<file path="src/rtl/crc_frame_assembler.sv">
// Frames raw bytes as payload + CRC byte, drives the CRC8 checker and releases the payload on a match.
// Optional build macro CRC_FRAME_STATS_EN enables the saturating o_err_count statistics counter.
module crc_frame_assembler #(
  parameter int DATA_LENGTH       = 32,
  parameter int DATA_LENGTH_BYTES = DATA_LENGTH / 8,
  parameter int TIMEOUT_CYCLES    = 1024
) (
  input  logic                   clk,
  input  logic                   reset,
  input  logic                   i_byte_valid,
  input  logic [7:0]             i_byte,
  output logic                   o_crc_valid,
  output logic                   o_crc_last,
  output logic [7:0]             o_crc_data,
  output logic                   o_crc_reset,
  input  logic                   i_crc_done,
  input  logic                   i_crc_match,
  output logic [DATA_LENGTH-1:0] o_payload,
  output logic                   o_payload_valid,
  input  logic                   i_payload_ready,
  output logic                   o_crc_error,
  output logic                   o_timeout,
  output logic                   o_drop,
  output logic                   o_busy,
  output logic [15:0]            o_err_count
);

  localparam int CNT_W = $clog2(DATA_LENGTH_BYTES + 1);
  localparam int TMR_W = $clog2(TIMEOUT_CYCLES + 1);
  localparam logic [CNT_W-1:0] LAST_CNT  = CNT_W'(DATA_LENGTH_BYTES);
  localparam logic [TMR_W-1:0] TMR_LIMIT = TMR_W'(TIMEOUT_CYCLES - 1);

  localparam logic [2:0] CRC_RST  = 3'd0;
  localparam logic [2:0] ARM      = 3'd1;
  localparam logic [2:0] COLLECT  = 3'd2;
  localparam logic [2:0] WAIT_CRC = 3'd3;
  localparam logic [2:0] DELIVER  = 3'd4;

  logic [2:0]             state_r;
  logic [CNT_W-1:0]       count_r;
  logic [TMR_W-1:0]       timer_r;
  logic [DATA_LENGTH-1:0] payload_r;
  logic                   crc_valid_r;
  logic                   crc_last_r;
  logic [7:0]             crc_data_r;
  logic                   payload_valid_r;
  logic                   crc_error_r;
  logic                   timeout_r;
  logic                   drop_r;
  logic                   timer_run_s;
  logic                   expire_s;

  // Idle-cycle detection and timeout expiry for the current state.
  always_comb begin
    timer_run_s = 1'b0;
    case (state_r)
      COLLECT:  timer_run_s = (count_r != {CNT_W{1'b0}}) && !i_byte_valid;
      WAIT_CRC: timer_run_s = !i_crc_done;
      default:  timer_run_s = 1'b0;
    endcase
    if (timer_run_s && (timer_r == TMR_LIMIT)) begin
      expire_s = 1'b1;
    end else begin
      expire_s = 1'b0;
    end
  end

  // Frame sequencing, byte forwarding, payload assembly and status pulses.
  always_ff @(posedge clk) begin
    if (reset) begin
      state_r         <= CRC_RST;
      count_r         <= {CNT_W{1'b0}};
      timer_r         <= {TMR_W{1'b0}};
      payload_r       <= {DATA_LENGTH{1'b0}};
      crc_valid_r     <= 1'b0;
      crc_last_r      <= 1'b0;
      crc_data_r      <= 8'h00;
      payload_valid_r <= 1'b0;
      crc_error_r     <= 1'b0;
      timeout_r       <= 1'b0;
      drop_r          <= 1'b0;
    end else begin
      crc_valid_r <= 1'b0;
      crc_last_r  <= 1'b0;
      crc_error_r <= 1'b0;
      timeout_r   <= 1'b0;
      drop_r      <= i_byte_valid && (state_r != COLLECT);
      // An accepted byte is never idle, so it always wins over a same-cycle expiry.
      timer_r     <= (timer_run_s && !expire_s) ? timer_r + TMR_W'(1) : {TMR_W{1'b0}};
      case (state_r)
        CRC_RST: begin
          count_r <= {CNT_W{1'b0}};
          state_r <= ARM;
        end
        ARM: begin
          state_r <= COLLECT;
        end
        COLLECT: begin
          if (i_byte_valid) begin
            crc_valid_r <= 1'b1;
            crc_data_r  <= i_byte;
            if (count_r == LAST_CNT) begin
              crc_last_r <= 1'b1;
              count_r    <= {CNT_W{1'b0}};
              state_r    <= WAIT_CRC;
            end else begin
              payload_r <= (payload_r << 8) | DATA_LENGTH'(i_byte);
              count_r   <= count_r + CNT_W'(1);
            end
          end else if (expire_s) begin
            timeout_r <= 1'b1;
            count_r   <= {CNT_W{1'b0}};
            state_r   <= CRC_RST;
          end else begin
            state_r <= COLLECT;
          end
        end
        WAIT_CRC: begin
          if (i_crc_done) begin
            if (i_crc_match) begin
              payload_valid_r <= 1'b1;
              state_r         <= DELIVER;
            end else begin
              crc_error_r <= 1'b1;
              state_r     <= CRC_RST;
            end
          end else if (expire_s) begin
            timeout_r <= 1'b1;
            state_r   <= CRC_RST;
          end else begin
            state_r <= WAIT_CRC;
          end
        end
        DELIVER: begin
          if (i_payload_ready) begin
            payload_valid_r <= 1'b0;
            state_r         <= CRC_RST;
          end else begin
            state_r <= DELIVER;
          end
        end
        default: begin
          payload_valid_r <= 1'b0;
          state_r         <= CRC_RST;
        end
      endcase
    end
  end

`ifdef CRC_FRAME_STATS_EN
  logic [15:0] err_count_r;

  // Saturating count of CRC errors and timeouts; cleared only by reset.
  always_ff @(posedge clk) begin
    if (reset) begin
      err_count_r <= 16'h0000;
    end else if ((crc_error_r || timeout_r) && (err_count_r != 16'hFFFF)) begin
      err_count_r <= err_count_r + 16'h0001;
    end else begin
      err_count_r <= err_count_r;
    end
  end

  assign o_err_count = err_count_r;
`else
  assign o_err_count = 16'h0000;
`endif

  assign o_crc_valid     = crc_valid_r;
  assign o_crc_last      = crc_last_r;
  assign o_crc_data      = crc_data_r;
  assign o_crc_reset     = reset | (state_r == CRC_RST);
  assign o_payload       = payload_r;
  assign o_payload_valid = payload_valid_r;
  assign o_crc_error     = crc_error_r;
  assign o_timeout       = timeout_r;
  assign o_drop          = drop_r;
  assign o_busy          = (state_r != COLLECT) || (count_r != {CNT_W{1'b0}});

endmodule
</file>
<file path="config.mk">
export PLATFORM = sky130hd
export DESIGN_NAME = crc_frame_assembler
export DESIGN_NICKNAME = d
export VERILOG_FILES = /design/src/rtl/crc_frame_assembler.sv
export SDC_FILE = /design/constraint.sdc
export NUM_CORES = 1
export LEC_CHECK = 0
export CAP_MARGIN = 5
export CORE_MARGIN = 2
export CORE_UTILIZATION = 39
export CTS_BUF_LIST = sky130_fd_sc_hd__clkbuf_8
export DETAILED_ROUTE_END_ITERATION = 8
export PLACE_DENSITY = 0.69
export SLEW_MARGIN = 20
export SYNTH_ARGS = -nofsm -noshare
export SYNTH_HDL_FRONTEND = slang
export SYNTH_SLANG_ARGS = --single-unit
</file>
<file path="constraint.sdc">
create_clock -name clk -period 4.45 [get_ports clk]
set_input_delay 0.6675 -clock clk [delete_from_list [all_inputs] [get_ports clk]]
set_output_delay 0.6675 -clock clk [all_outputs]
set_load 0.01 [all_outputs]
</file>
==> flow_metrics.tcl <==
set metrics [dict create \
    endpoint "count_r[0]" \
    skew_ns 0.00876 \
    seq_area_um2 1260 \
    cts_root_buffer "clkbuf_8" \
    cts.clk_slew.worst_paths_ns 0.07 \
    synth_edf_count 0 \
    p_leak_nw 1.13 \
    slew_headroom_pct 29.0 \
    dieHeight_um 84.1 \
    finalWorstPathRequiredPeriod_ns 2.71 \
    synth_seq_cells 63 \
    drc_errors 0 \
    routed_wl_mm 5.53 \
    multi_input_area_um2 1100 \
    h-tree-depth 3 \
    dp_cells 428 \
    rrSetupSlack_ns 2.16 \
    postRouteAntennaNets 0 \
    crit_required_ns 4.70 \
    wire_per_inst_um 12.5 \
    max_clock_freq_mhz 369 \
    start_kind "input port" \
    num_rows 29 \
    synthArstFlopShare_pct 0 \
    finalNonFillerCells 444 \
    yosysMostFrequentCell "nand2_1" \
    rsz0062_at_grt "no" \
    avgSynthCellArea_um2 8.21 \
    grt.total_usage_pct 15.9 \
    crit_path_start "i_byte_valid" \
    rr_worst_depth 5 \
    hold_viol_final 0 \
    critPathKind "in -> reg" \
    vias 2147 \
    outcome "completed" \
    overflow 0 \
    grt_max_degree 57 \
    antenna_found_initial 0 \
    final_layout_size_suffix_gt1_share_pct 6.81 \
    worstSetupEndpointType "flop" \
    r2r-end "count_r[0]" \
    ys.flop_type "dfxtp_1" \
    synth_top_area_cell "dfxtp_1" \
    critPathArrivalTime_ns 2.96 \
    reg2reg_from "state_r[2]" \
    gp_congestion 0.787 \
    port_buffers 61 \
    ir_drop_mv 0.189 \
    drv_cap 0 \
    area_delta_synth_final_pct 30.9 \
    core_area_um2 6280 \
    synth_warnings 0 \
    power.density_nw_per_um2 363 \
    synthTopCellsByArea "dfxtp_1 50%, nand2_1 13%, a21oi_1 9.4%" \
    post_cts_buffers 0 \
    setup_violations 0 \
    insertedDiodeCount 0 \
    dpl.hpwl_mm 3.65 \
    critPathMaxFanout 33 \
    top_level_ports 78 \
    grt_pass1_wl_mm 9.06 \
    die_area_um2 7080 \
    cts_buffer_depth 2 \
    drt_iter0_drc 121 \
    synthCells 305 \
    ys_types 38 \
    num-fill-cells 609 \
    cts.sinks 63 \
    period_share_pct 60.9 \
    synth_top_area_share_pct 50.4 \
    tightest_slew_ns 1.06 \
    fin_util_pct 52.2 \
    setup_tns_ns 0 \
    cts_tree "yes" \
    via_per_inst 4.84 \
    cts-resized-gates 0 \
    grt_pass1_vias 1945 \
    final_nets 379 \
    die_x_um 84.1 \
    netlist_area_um2 2500 \
    initial_core_util_pct 39.9 \
    hold_path.class "reg -> reg" \
    insertion_delay_ns 0.34 \
    ys_top_cells_by_count "89 x nand2_1, 63 x dfxtp_1, 47 x a21oi_1" \
    report.final.slew_viol_count 0 \
    yosysSeqAreaShare_pct 50.4 \
    cts_made_buffers 9 \
    cts_hold_buf 0 \
    first_pass_iters 4 \
]
## critical path: stages
cell and delay, ns:
clkdlybuf4s50_1 0.52, nor4bb_2 0.29, buf_4 0.21, nand2_1 0.62, or3_1 0.57, o31ai_1 0.07
## how the worst min path moves through the flow
stage / to / slack, ns / depth (start not counted) / start
floorplan: timer_r[10] / 0.40 / 2 / timer_r[10]
global placement: timer_r[0] / 0.42 / 1 / timer_r[0]
finish: timer_r[10] / 0.44 / 2 / timer_r[10]
global route: timer_r[10] / 0.46 / 2 / timer_r[10]
CTS: timer_r[0] / 0.44 / 1 / timer_r[0]
detailed placement: timer_r[10] / 0.43 / 2 / timer_r[10]
## layer usage
layer	vias up	GRT usage (%)	wire (um)
met1	994	21.9	2670
met5	-	0	0
met2	58	22.6	2440
li1	1089	-	-
met3	6	6.92	354
met4	0	4.84	62
## placed cells by master, fill, tap and decap left out, types with 4 or more instances in the layout
master	synthesis	routed
nand3_1	6	6
xor2_1	7	7
and2_1	4	4
nor2_1	14	14
clkdlybuf4s50_1	0	60
clkbuf_8	0	9
inv_1	6	6
nand2_1	89	89
dfxtp_1	63	63
a21oi_1	47	46
conb_1	1	16
## report_power, final
part / internal (mW) / switching (mW)
combinational: 0.0674 / 0.0878
sequential: 0.582 / 0.0193
clock: 0.202 / 0.231
total: 0.851 / 0.338
## state kept, by name, indices dropped and copies added, names as in the netlist
name,count
o_crc_data,8
o_drop,1
o_timeout,1
o_crc_last,1
o_payload_valid,1
count_r,3
timer_r,11
o_crc_error,1
state_r,3
o_crc_valid,1
o_payload,32
## layout make-up
class                   count  share of cell area (%)
multi-input cells         218                    33.4
repair buffers             64                    19.2
inverters                   6                   0.687
flip-flops and latches     63                    38.5
clock buffers               9                    3.78
clock inverters             7                    1.49
well taps                  77                    2.94
## per-stage QoR
step                      cell area (um^2)  worst slack [ns]  power (mW)  hold WS, ns
final                                 3280              1.74        1.19        0.437
after global routing                  3280              1.61        1.25        0.463
after CTS                             3280              1.76        1.20        0.442
after detailed placement              3100              1.41       0.769        0.431
after global placement                3100              1.44       0.767        0.421
after floorplan                       2560              2.40       0.712        0.404
## logic make-up (layout without fill, tap and decap cells)
group	Yosys count	in the layout	synth area share [%]
AOI/OAI and AO/OA	59	59	13.1
xor gates and xnor gates	8	8	2.80
adders and majority gates	3	3	1.50
buffers and inverters	39	86	8.50
DFF	63	63	50.4
muxes	1	1	0.400
other	1	16	0.150
and+or+nand+nor	131	131	23.2
Note: power is estimated with default switching activity, not from simulation.
